==> src/rtl/bus_pkg.sv <==
// Shared bus definitions: arbiter state encoding, bus operation codes and
// data_mask encodings common to the arbiter and the cpu.
package bus_pkg;

  typedef enum logic [1:0] {
    IDLE = 2'd0,
    OWN  = 2'd1,
    TURN = 2'd2
  } arb_state_e;

  typedef enum logic {
    BUS_OP_RD = 1'b0,
    BUS_OP_WR = 1'b1
  } bus_op_e;

  localparam logic [3:0] DATA_MASK_NONE  = 4'b0000;
  localparam logic [3:0] DATA_MASK_BYTE0 = 4'b0001;
  localparam logic [3:0] DATA_MASK_HALF0 = 4'b0011;
  localparam logic [3:0] DATA_MASK_HALF1 = 4'b1100;
  localparam logic [3:0] DATA_MASK_WORD  = 4'b1111;

endpackage

==> src/rtl/arb_picker.sv <==
// Combinational winner selection over a candidate vector: lowest index in
// fixed mode, first index at or above the pointer (wrapping) in rotate mode.
module arb_picker #(
  parameter int N    = 4,
  parameter int ID_W = $clog2(N)
) (
  input  logic [N-1:0]    cand,
  input  logic [ID_W-1:0] ptr,
  input  logic            rr_mode,
  output logic [ID_W-1:0] winner,
  output logic            found
);

  int              idx;
  logic [ID_W-1:0] sel;

  // NOTE: every output and temporary gets a default before any branch so
  // no path leaves a value held, which would infer a latch.
  always_comb begin
    found  = 1'b0;
    winner = '0;
    idx    = 0;
    sel    = '0;
    for (int i = 0; i < N; i++) begin
      idx = rr_mode ? (int'(ptr) + i) % N : i;
      sel = ID_W'(idx);
      if (!found && cand[sel]) begin
        found  = 1'b1;
        winner = sel;
      end
    end
  end

endmodule

==> src/rtl/bus_arbiter.sv <==
// Multi-master bus arbiter with turnaround cycle between owners and
// stall-timeout revocation with a penalty mask.
module bus_arbiter
  import bus_pkg::*;
#(
  parameter int NUM_MASTERS    = 4,
  parameter int ROUND_ROBIN    = 1,
  parameter int TIMEOUT_CYCLES = 256,
  parameter int ID_W           = $clog2(NUM_MASTERS)
) (
  input  logic                   clk,
  input  logic                   rst,
  input  logic [NUM_MASTERS-1:0] bus_req,
  output logic [NUM_MASTERS-1:0] bus_grant,
  input  logic                   fc_bus,
  output logic                   owner_valid,
  output logic [ID_W-1:0]        owner_id,
  output logic                   timeout_pulse,
  output logic [ID_W-1:0]        timeout_id
);

  arb_state_e             state_q, state_d;
  logic [NUM_MASTERS-1:0] grant_q, grant_d;
  logic [NUM_MASTERS-1:0] pen_q, pen_d;
  logic [ID_W-1:0]        ptr_q, ptr_d;
  logic [ID_W-1:0]        owner_q, owner_d;
  logic                   tp_q, tp_d;
  logic [ID_W-1:0]        tid_q, tid_d;

  logic [ID_W-1:0]        winner;
  logic                   found;
  logic                   timeout_hit;
  logic                   enter_own;

  arb_picker #(.N(NUM_MASTERS), .ID_W(ID_W)) u_picker (
    .cand    (bus_req & ~pen_q),
    .ptr     (ptr_q),
    .rr_mode (ROUND_ROBIN != 0),
    .winner  (winner),
    .found   (found)
  );

  assign enter_own = (state_q == IDLE) && found;

  // Owned-cycle counter; fc_bus restarts it, so a live transfer is never revoked.
  if (TIMEOUT_CYCLES > 0) begin : g_timeout
    localparam int CNT_W = $clog2(TIMEOUT_CYCLES + 1);
    logic [CNT_W-1:0] cnt_q, cnt_d;

    always_comb begin
      cnt_d = cnt_q;
      if (enter_own)               cnt_d = '0;
      else if (state_q == OWN)     cnt_d = fc_bus ? '0 : cnt_q + CNT_W'(1);
    end

    always_ff @(posedge clk or negedge rst) begin
      if (!rst) cnt_q <= '0;
      else      cnt_q <= cnt_d;
    end

    assign timeout_hit = (state_q == OWN) && bus_req[owner_q] && !fc_bus &&
                         (cnt_q == CNT_W'(TIMEOUT_CYCLES - 1));
  end else begin : g_no_timeout
    assign timeout_hit = 1'b0;
  end

  always_comb begin
    state_d = state_q;
    grant_d = grant_q;
    owner_d = owner_q;
    ptr_d   = ptr_q;
    tp_d    = 1'b0;
    tid_d   = tid_q;
    pen_d   = pen_q & bus_req;
    unique case (state_q)
      IDLE: begin
        if (found) begin
          state_d         = OWN;
          grant_d         = '0;
          grant_d[winner] = 1'b1;
          owner_d         = winner;
          if (ROUND_ROBIN != 0)
            ptr_d = (winner == ID_W'(NUM_MASTERS - 1)) ? '0 : winner + 1'b1;
        end
      end
      OWN: begin
        // Release takes precedence over a coincident timeout.
        if (!bus_req[owner_q]) begin
          grant_d = '0;
          state_d = TURN;
        end else if (timeout_hit) begin
          grant_d        = '0;
          tp_d           = 1'b1;
          tid_d          = owner_q;
          pen_d[owner_q] = 1'b1;
          state_d        = TURN;
        end
      end
      TURN:    state_d = IDLE;
      default: state_d = IDLE;
    endcase
  end

  // NOTE: sequential state uses non-blocking assignments so every flop
  // samples the pre-edge values, independent of statement order.
  always_ff @(posedge clk or negedge rst) begin
    if (!rst) begin
      state_q <= IDLE;
      grant_q <= '0;
      pen_q   <= '0;
      ptr_q   <= '0;
      owner_q <= '0;
      tp_q    <= 1'b0;
      tid_q   <= '0;
    end else begin
      state_q <= state_d;
      grant_q <= grant_d;
      pen_q   <= pen_d;
      ptr_q   <= ptr_d;
      owner_q <= owner_d;
      tp_q    <= tp_d;
      tid_q   <= tid_d;
    end
  end

  assign bus_grant     = grant_q;
  assign owner_valid   = |grant_q;
  assign owner_id      = owner_q;
  assign timeout_pulse = tp_q;
  assign timeout_id    = tid_q;

endmodule

==> config.mk <==
export PLATFORM = sky130hd
export DESIGN_NAME = bus_arbiter
export DESIGN_NICKNAME = d
export VERILOG_FILES = /design/src/rtl/bus_pkg.sv /design/src/rtl/arb_picker.sv /design/src/rtl/bus_arbiter.sv
export SDC_FILE = /design/constraint.sdc
export NUM_CORES = 1
export LEC_CHECK = 0
export ABC_AREA = 1
export BUFFER_PORTS_ARGS = -buffer_cell sky130_fd_sc_hd__buf_2
export CAP_MARGIN = 20
export CORE_MARGIN = 4
export CORE_UTILIZATION = 36
export CTS_BUF_LIST = sky130_fd_sc_hd__clkbuf_4
export CTS_CLUSTER_SIZE = 10
export DETAILED_ROUTE_END_ITERATION = 12
export HOLD_SLACK_MARGIN = 0.15
export PLACE_DENSITY = 0.67
export REMOVE_ABC_BUFFERS = 1
export SLEW_MARGIN = 25
export SYNTH_ARGS = -nofsm -noshare
export SYNTH_HDL_FRONTEND = slang
export SYNTH_SLANG_ARGS = --single-unit
==> constraint.sdc <==
create_clock -name clk -period 1.7 [get_ports clk]
set_input_delay 0.17 -clock clk [delete_from_list [all_inputs] [get_ports clk]]
set_output_delay 0.17 -clock clk [all_outputs]
set_load 0.02 [all_outputs]
Word-level counts from Yosys, hierarchy flattened
Index checks and enable logic that the tools add are counted.

word-level totals
  output and inout port bits = 10
  flip-flop bits (word level) = 26
  bits of input ports = 7

operators by class
  bitwise operators = 4
  eq/ne operators = 5
  muxes and demuxes = 40
  add/subtract/negate cells = 5
  reductions and logical operators = 21
  order comparisons = 8

operators by type and width
  kind                                                                                  count
  9-bit two-way mux                                                                     3
  4-bit two-way mux                                                                     6
  2-bit by 3-bit < comparator with 1-bit output (second input constant)                 6
  2-bit two-way mux                                                                     8
  1-bit two-way mux                                                                     14
  1-bit binary-select mux with 2-bit select                                             5
  9-bit by 1-bit adder with 9-bit output (second input constant)                        1
  9-bit by 8-bit equality test with 1-bit output (second input constant)                1
  1-bit logical AND                                                                     9
  4-bit AND                                                                             2
  4-bit one-hot mux with 2 select lines                                                 1
  3-bit AND reduction                                                                   2
  2-bit by 1-bit adder with 2-bit output (second input constant)                        2
  2-bit adder (second input constant)                                                   2
  1-bit demux with 2-bit select                                                         2
  2-bit by 1-bit greater-or-equal comparator with 1-bit output (second input constant)  2
  1-bit zero test                                                                       4
  4-bit NOT                                                                             1
  4-bit OR                                                                              1
  2-bit one-hot mux with 2 select lines                                                 1
  2-bit AND reduction                                                                   2
  2-bit nonzero test                                                                    2
  4-bit OR reduction                                                                    1
  3-bit inequality test (second input constant)                                         1
  4 further kinds                                                                       4

Depth between registers and ports, before layout
Gate-level depths: netlist of the first run.

  depth in word-level cells = 20
  mapped depth = 15

Cells and area by module
A second synthesis of the first run with hierarchy kept.

second synthesis, totals
  cells, all modules = 208
  area, all modules = 1546.5 µm²

by module, submodules not included
  module       cells each  instances  area each (µm²)  sequential area each (µm²)
  bus_arbiter  157         1          1283.7           650.6
  arb_picker   51          1          262.8            0.0

Worst setup path before layout of the first run
No wires, ideal clock.

  path type = reg2reg
  start = register g_timeout.cnt_q[0]
  end = register grant_q[0] (netlist: bus_grant[0])
  library setup time = 0.117 ns
  data arrival time = 1.664 ns
  buffers on the path = 0
  cell stages (with the launch flop) = 16
  path slack = -0.082 ns
  path through = dfrtp_1 > ha_1 > nand3_1 > nor2_1 > nand3_1 > nor2_1 > ha_1 > inv_1 > nor2_1 > nor2_1 > nand2_1 > inv_1 > nor2_1 > nand2_1 > nand2_1 > nand2_1

between the ends
  cells in the longest elaborated chain, start to end = 4

ends and longest elaborated chain
  item                                            line                RTL
  start, declared                                 bus_arbiter.sv:48   logic [CNT_W-1:0] cnt_q, cnt_d;
  start signal, assigned                          bus_arbiter.sv:58   else cnt_q <= cnt_d;
  9-bit by 8-bit equality test with 1-bit output  bus_arbiter.sv:62   (cnt_q == CNT_W'(TIMEOUT_CYCLES - 1));
  1-bit logical AND                               bus_arbiter.sv:61   assign timeout_hit = (state_q == OWN) && bus_req[owner_q] && !fc_bus &&
  3-bit inequality test (no source line)          n/a
  3-bit AND reduction (no source line)            n/a
  end signal, assigned                            bus_arbiter.sv:117  grant_q <= grant_d;
  end, declared                                   bus_arbiter.sv:23   logic [NUM_MASTERS-1:0] grant_q, grant_d;

Every way passes these cells.
A chain may end at the register's enable or synchronous reset.

Worst setup path after layout of the first run
  start = register g_timeout.cnt_q[1]
  end = register grant_q[2] (netlist: bus_grant[2])

The elaborated chain is that of the path after synthesis.

==> out/metrics.yaml, run 1 <==
cts:
  clk_latency_ns: 0.34
  clockRootBuffer: "clkbuf_4"
  cts.clk_slew.worst_paths_ns: 0.17
  clock_sinks: 26
  cts_max_path_buffers: 2
  cts_max_level: 1
  tritoncts: "done"
  cts_buffers: 3
timing:
  rsz0062_at_grt: "true"
  max_freq_mhz: 535
  period_minus_slack_ns: 1.87
  slew_headroom_pct: 39.4
  worst_pin_slew_ns: 0.906
  fin_hold_ws_ns: 0.168
  final-hold-violation-count: 0
  setup_ws_ns: -0.169
  finalSetupViolCount: 16
  fin_crit_sh_pct: 110
  skew_ns: 0.0310
  maxSlewViolCount: 0
critical_path:
  worstPathArrival_ns: 2.13
  setup.worst_path.start_class: "flop"
  cp_slowest_stage_delay_ns: 0.38
  crit_chain: "ha_2, nand3_4, nor2_4, nand3_2, nor2_2, ha_2, inv_2, nor2_4, nor2_2, nand2_2, inv_2, nor2_2, nand2_2, nand2_2, nand2_1"
  crit_type: "flop to flop"
  slowest_stage: "dfrtp_1"
  cpLargestDelayFamily: "simple AND/OR/NAND/NOR gates"
  endpoint_kind: "flop"
  cp_num_buf_inv: 2
  cp.required_ns: 1.96
  crit_fanout: 4
global_route:
  grt_usage_pct: 16.6
  grt_max_degree: 27
  grt_pass1_vias: 1635
  antenna_found_initial: 0
  grt_pass1_wl_um: 7310
  grt-ovfl-total: 0
cells_and_area:
  stdcell_area_um2: 2360
  nFillCells: 420
  register_area_um2: 652
  instances_no_fill: 324
  multi_input_area_um2: 1040
  area_growth_pct: 43.8
  final_nets: 286
  diodes: 0
  layout-drive-gt1-share_pct: 45.6
yosys:
  yosysWarnings: 0
  synth_top_area_share_pct: 39.7
  synth-seq-cells: 26
  synth_ff_type: "dfrtp_1"
  synth_area_leaders: "dfrtp_1 40%, nand2_1 14%, nand3_1 8.2%"
  yosysUniqueCellTypes: 27
  syn_avg_cell_area_um2: 7.84
  synth_area_um2: 1640
  syn_inst: 209
  synth_edf_count: 0
  synth_top_area_cell: "dfrtp_1"
  ys_seq_area_share_pct: 39.7
  async_flop_share_pct: 100
place:
  place_congestion: 0.801
  port_buffers: 16
  dp.cells: 304
  hpwl_um: 2680
  dpl-instance-area_um2: 1970
die:
  start_util_pct: 37.4
  die_area_um2: 5700
  io_pins: 17
  die_h_um: 75.5
  dieWidth_um: 75.5
  rows: 24
  core_um2: 4380
drt:
  drtIter0Drc: 60
  ant_nets: 0
  dr.pass1.iters: 5
  drt_drc_violations_left: 0
  wl_um: 4080
  vias_per_cell: 4.88
  dr_total_vias: 1581
  avgRoutedWirePerCell_um: 12.6
hold_path:
  min_path_type: "primary input to flop"
outcome:
  outcome: "complete, but fails checks"
  violations: "negative setup slack"
power:
  power.leakage_nw: 1.20
  vdd_drop_max_mv: 0.609
  power_density_nw_per_um2: 1700
  finalPower_mw: 4.00
flow_run:
  cap_violations: 0
metal layers:
metal	GRT usage (%)	up-vias	part of all wire [%]
li1	-	811	-
met1	21.1	744	43
met2	29.9	19	53
met3	1.72	7	2.2
met4	4.47	0	1.8
met5	0	-	0
layout by cell type, fill, tap and decap left out, drive strengths merged:
cell,netlist,final
a21oi,3,3
a22o,2,2
a31o,1,1
and2,1,1
buf,3,57
clkbuf,0,3
clkinv,0,2
dfrtp,26,26
dlygate4sd3,0,4
ha,6,6
inv,26,25
nand2,71,72
nand3,37,37
nand4,4,4
nor2,15,15
o21ai,8,8
o31ai,2,2
or2,2,2
or4,1,1
xor2,1,1
report_power, final:
group | internal [mW] | total, mW | switching [mW]
Sequential | 0.744 | 0.879 | 0.135
Combinational | 1.22 | 2.84 | 1.62
Clock | 0.0861 | 0.286 | 0.199
Total | 2.05 | 4.00 | 1.96
flip-flops by register name (all words and copies together), names as in the netlist:
signal and count:
bus_grant 4, g_timeout.cnt_q 9, owner_id 2, pen_q 4
ptr_q 2, state_q 2, timeout_id 2, timeout_pulse 1
logic make-up after synthesis:
group                    after synthesis  share of synthesized area [%]
AO/OA/AOI/OAI                         16                           6.11
XOR/XNOR                               1                          0.534
adder cells (fa/ha/maj)                6                           4.58
buffers and inverters                 29                           8.32
flip-flops                            26                           39.7
AND/OR/NAND/NOR                      131                           40.8
worst paths after layout:
path                                    start            endpoint  slack [ns]  depth (start not counted)
min                                bus_req[0]            pen_q[0]        0.17                          2
min in group asynchronous                 rst  g_timeout.cnt_q[6]        0.34                          2
max                        g_timeout.cnt_q[1]        bus_grant[2]       -0.17                         15
max in group asynchronous                 rst            ptr_q[0]        0.90                          2
max reg2reg                g_timeout.cnt_q[1]        bus_grant[2]       -0.17                         15
min reg2reg                          pen_q[2]            pen_q[2]        0.50                          2
through the flow:
step,setup TNS [ns],setup slack [ns],utilization (%)
global route,-5.12,-0.340,53.8
detailed placement,-3.18,-0.251,45.0
floorplan,-0.482,-0.0975,-
finish,-2.04,-0.169,53.8
global placement,-2.03,-0.225,45.0
CTS,-1.43,-0.163,52.4
layout make-up:
class | instances | share of cell area (%)
clock inverter | 1 | 0.159
tap | 52 | 2.76
clock buffer | 3 | 0.955
inverter | 26 | 4.35
timing repair buffer | 61 | 19.9
multi-input combinational | 155 | 44.2
sequential | 26 | 27.7
timing repair:
action,in CTS,in global routing
hold buffers,4,0
pin swaps,20,6
setup endpoints to repair,26,26
gates resized for setup,46,16
cloned,1,0
setup buffers,14,3
endpoints found under the hold margin,29,0
synthesized netlist by cell type, drive strengths merged, types with 2 or more instances:
library cell  count
dfrtp            26
nor2             15
nand4             4
buf               3
a22o              2
or2               2
a21oi             3
o31ai             2
nand3            37
ha                6
nand2            71
inv              26
o21ai             8
Note: power is estimated with default switching activity, not from simulation.
==> inputs of run 2 (changes only) <==
--- a/config.mk
+++ b/config.mk
@@ -15,6 +15,7 @@
 export DETAILED_ROUTE_END_ITERATION = 12
 export HOLD_SLACK_MARGIN = 0.15
 export PLACE_DENSITY = 0.67
+export RECOVER_POWER = 100
 export REMOVE_ABC_BUFFERS = 1
 export SLEW_MARGIN = 25
 export SYNTH_ARGS = -nofsm -noshare
==> out/metrics.yaml, run 2 (synthesized netlist as in run 1, its figures left out) <==
outcome:
  outcome: "complete, but fails checks"
  violations: "negative setup slack"
critical_path:
  endpoint_kind: "flop"
  cpLargestDelayFamily: "simple AND/OR/NAND/NOR gates"
  setup.worst_path.start_class: "flop"
  crit_fanout: 4
  r2r_slack_ns: -0.17
  cp_num_buf_inv: 2
  crit_type: "flop to flop"
  cp.depth: 15
  slowest_stage: "dfrtp_1"
  ff2ff_path_depth: 15
  crit_chain: "ha_2, nand3_4, nor2_4, nand3_2, nor2_2, ha_2, inv_2, nor2_4, nor2_2, nand2_2, inv_2, nor2_2, nand2_2, nand2_2, nand2_1"
  cp.required_ns: 1.96
  cp_slowest_stage_delay_ns: 0.38
  worstPathArrival_ns: 2.13
place:
  place_congestion: 0.801
  port_buffers: 16
  post-place-ws_ns: -0.251
  hpwl_um: 2680
timing:
  slew_headroom_pct: 39.4
  rsz0062_at_grt: "true"
  period_minus_slack_ns: 1.87
  tns_ns: -2.04
  worst_pin_slew_ns: 0.906
  skew_ns: 0.0304
  fin_crit_sh_pct: 110
  max_freq_mhz: 535
  final-hold-violation-count: 0
  maxSlewViolCount: 0
  setup_ws_ns: -0.170
  finalSetupViolCount: 16
cells_and_area:
  final_common_cell: "nand2_1"
  largest_reg_flops: 9
  layout-drive-gt1-share_pct: 43.0
  area_growth_pct: 43.3
  regMostFlops: "g_timeout.cnt_q"
  diodes: 0
  final_nets: 286
  layout_common_cells: "51 x nand2_1, 30 x buf_4, 25 x dfrtp_1"
drt:
  dr.pass1.iters: 5
  wl_um: 4070
  drtIter0Drc: 64
  dr_total_vias: 1570
  drt_drc_violations_left: 0
  avgRoutedWirePerCell_um: 12.6
  vias_per_cell: 4.85
  ant_nets: 0
die:
  die_h_um: 75.5
  io_pins: 17
  die_area_um2: 5700
  dieWidth_um: 75.5
  rows: 24
  start_util_pct: 37.4
  core_um2: 4380
power:
  finalPower_mw: 3.99
  power.leakage_nw: 1.17
  power_density_nw_per_um2: 1700
  vdd_drop_max_mv: 0.606
global_route:
  grtUsageMet1_pct: 21.1
  grt-ovfl-total: 0
  grt_max_degree: 27
  antenna_found_initial: 0
  use_met2_pct: 29.9
  grt_pass1_wl_um: 7310
  use_met3_pct: 1.72
  grt_usage_pct: 16.6
  grt_pass1_vias: 1635
  grt-busiest-layer: "met2"
cts:
  clock_sinks: 26
  cts_buffers: 3
  cts_max_path_buffers: 2
  tritoncts: "done"
  cts_max_level: 1
  clk_latency_ns: 0.34
  clockRootBuffer: "clkbuf_4"
  cts.clk_slew.worst_paths_ns: 0.17
hold_path:
  min_path_type: "primary input to flop"
  hold_depth: 2
flow_run:
  cap_violations: 0
==> run 2: per-stage QoR <==
step	hold slack, ns	utilization [%]	cell area (µm²)	std cells
floorplan	-0.126	-	1600	206
global placement	0.209	45.0	1970	304
detailed placement	0.213	45.0	1970	304
CTS	0.158	52.4	2300	322
global route	0.160	53.6	2350	324
finish	0.166	53.6	2350	324
==> run 2: report_power, final <==
part	internal (mW)	switching, mW	total (mW)
combinational	1.21	1.62	2.83
sequential	0.744	0.135	0.879
clock	0.0861	0.199	0.285
total	2.04	1.96	3.99
==> run 2: cell type report <==
type                            count  area [µm²]
Inverter                           26         103
Multi-Input combinational cell    155        1040
Tap cell                           52        65.1
Clock buffer                        3        22.5
Sequential cell                    26         652
Timing Repair Buffer               61         460
Clock inverter                      1        3.75
Fill cell                         423        2040
==> run 2: per-layer routing <==
layer	wire length [µm]	part of all wire [%]	vias to the layer above
met3	79	1.9	7
met5	0	0	-
met4	74	1.8	0
met1	1770	43	739
met2	2150	53	13
li1	-	-	811
==> run 2: final timing paths <==
| check | start | to |
|---|---|---|
| max in group asynchronous | rst | ptr_q[0] |
| min reg2reg | pen_q[2] | pen_q[2] |
| min in group asynchronous | rst | g_timeout.cnt_q[6] |
| max reg2reg | g_timeout.cnt_q[1] | bus_grant[2] |
| max | g_timeout.cnt_q[1] | bus_grant[2] |
| min | bus_req[0] | pen_q[0] |
==> run 2: repair_timing <==
item	CTS	global route
cloned	1	0
buffers inserted	14	3
setup endpoints to repair	26	26
hold buffers	4	0
gates resized for setup	46	16
pin swaps	20	6
endpoints found under the hold margin	29	0
==> inputs of run 3 (changes only) <==
--- a/config.mk
+++ b/config.mk
@@ -10,13 +10,14 @@
 export CAP_MARGIN = 20
 export CORE_MARGIN = 4
 export CORE_UTILIZATION = 36
-export CTS_BUF_LIST = sky130_fd_sc_hd__clkbuf_4
+export CTS_BUF_LIST = sky130_fd_sc_hd__clkbuf_2
 export CTS_CLUSTER_SIZE = 10
 export DETAILED_ROUTE_END_ITERATION = 12
 export HOLD_SLACK_MARGIN = 0.15
 export PLACE_DENSITY = 0.67
 export RECOVER_POWER = 100
 export REMOVE_ABC_BUFFERS = 1
+export SKIP_CTS_REPAIR_TIMING = 1
 export SLEW_MARGIN = 25
 export SYNTH_ARGS = -nofsm -noshare
 export SYNTH_HDL_FRONTEND = slang
==> out/metrics.yaml, run 3 (synthesized netlist as in run 1, its figures left out) <==
outcome:
  outcome: "complete, but fails checks"
  violations: "negative setup slack"
global_route:
  grt-ovfl-total: 0
  grt_pass1_vias: 1448
  grt_max_degree: 27
  antenna_found_initial: 0
  grt_usage_pct: 13.9
  grt_pass1_wl_um: 6270
critical_path:
  crit_start: "g_timeout.cnt_q[0]"
  setup.worst_path.start_class: "flop"
  worstPathArrival_ns: 2.16
  cp.required_ns: 1.96
  crit_fanout: 7
  critical_path.reg2reg.startpoint: "g_timeout.cnt_q[0]"
  crit_type: "flop to flop"
  endpoint_kind: "flop"
cts:
  clk_latency_ns: 0.35
  clockRootBuffer: "clkbuf_2"
  cts.clk_slew.worst_paths_ns: 0.26
  tritoncts: "done"
  cts_max_level: 1
  cts_max_path_buffers: 2
  clock_sinks: 26
  cts_buffers: 3
cells_and_area:
  regMostFlops: "g_timeout.cnt_q"
  largest_reg_flops: 9
  final_common_cell: "nand2_1"
  layout_common_cells: "54 x nand2_1, 30 x buf_4, 24 x dfrtp_1"
  instances_no_fill: 316
  final_util_pct: 49.3
  diodes: 0
  stdcell_area_um2: 2160
  layout-drive-gt1-share_pct: 36.7
  final_nets: 278
  area_growth_pct: 31.9
drt:
  drt_drc_violations_left: 0
  drtIter0Drc: 72
  vias_per_cell: 4.79
  dr.pass1.iters: 4
  wl_um: 3740
  avgRoutedWirePerCell_um: 11.8
  ant_nets: 0
  dr_total_vias: 1514
die:
  io_pins: 17
  die_area_um2: 5700
  core_um2: 4380
  die_h_um: 75.5
  dieWidth_um: 75.5
  rows: 24
  start_util_pct: 37.4
timing:
  worst_pin_slew_ns: 0.667
  max_freq_mhz: 526
  fin_hold_ws_ns: 0.244
  slew_headroom_pct: 55.6
  maxSlewViolCount: 0
  final-hold-violation-count: 0
  period_minus_slack_ns: 1.90
  tns_ns: -1.66
  setup_ws_ns: -0.201
  rsz0062_at_grt: "true"
  skew_ns: 0.0258
  finalSetupViolCount: 13
  fin_crit_sh_pct: 112
place:
  post-place-ws_ns: -0.251
  dp.cells: 304
  hpwl_um: 2680
  port_buffers: 16
  dpl-instance-area_um2: 1970
  place_congestion: 0.801
power:
  power_density_nw_per_um2: 1630
  p_int_mw: 1.80
  switchingPower_mw: 1.72
  p_seq_share_pct: 24.9
  power.leakage_nw: 1.12
  vdd_drop_max_mv: 0.571
  clockPowerShare_pct: 6.7
  switching_share_pct: 48.8
  finalPower_mw: 3.52
  p_comb_share_pct: 68.4
hold_path:
  hold_start: "fc_bus"
  min_path_type: "primary input to flop"
flow_run:
  cap_violations: 0
## run 3: per-layer routing
layer  GRT usage [%]  up-vias  part of all wire, %  wire length, µm
li1                -      790                    -                -
met1            18.6      708                   45             1700
met2            24.1       14                   52             1940
met3            1.58        2                  2.2               82
met4            3.50        0                 0.51               19
met5               0        -                    0                0
## run 3: power by group through the flow
stage,sequential [mW],clock (mW),combinational (mW)
after floorplan,0.929,0,1.29
after global placement,0.880,0,2.16
after detailed placement,0.884,0,2.19
after CTS,0.872,0.253,2.20
after global routing,0.901,0.286,2.70
final,0.878,0.235,2.41
## run 3: cell type report
type | count | area [µm²]
inverter | 26 | 100
fill | 445 | 2220
clock inverter | 1 | 3.75
multi-input combinational | 154 | 946
timing repair buffer | 54 | 379
tap | 52 | 65.1
sequential | 26 | 653
clock buffer | 3 | 15.0
## run 3: worst paths after layout
kind	to	slack (ns)	cells past startpoint
setup reg to reg	pen_q[3]	-0.20	12
min in group asynchronous	g_timeout.cnt_q[6]	0.33	2
hold reg to reg	timeout_id[0]	0.52	2
max in group asynchronous	ptr_q[0]	0.88	2
setup / recovery	pen_q[3]	-0.20	12
hold / removal	g_timeout.cnt_q[8]	0.24	5
## run 3: critical path: stages (launching register included)
cell	delay (ns)
dfrtp_1	0.41
ha_2	0.19
nand3_2	0.10
nor2_2	0.14
nand3_1	0.10
nor2_1	0.11
ha_2	0.18
inv_2	0.04
nor2_4	0.07
buf_4	0.12
buf_6	0.09
nand2_4	0.07
o31ai_1	0.22
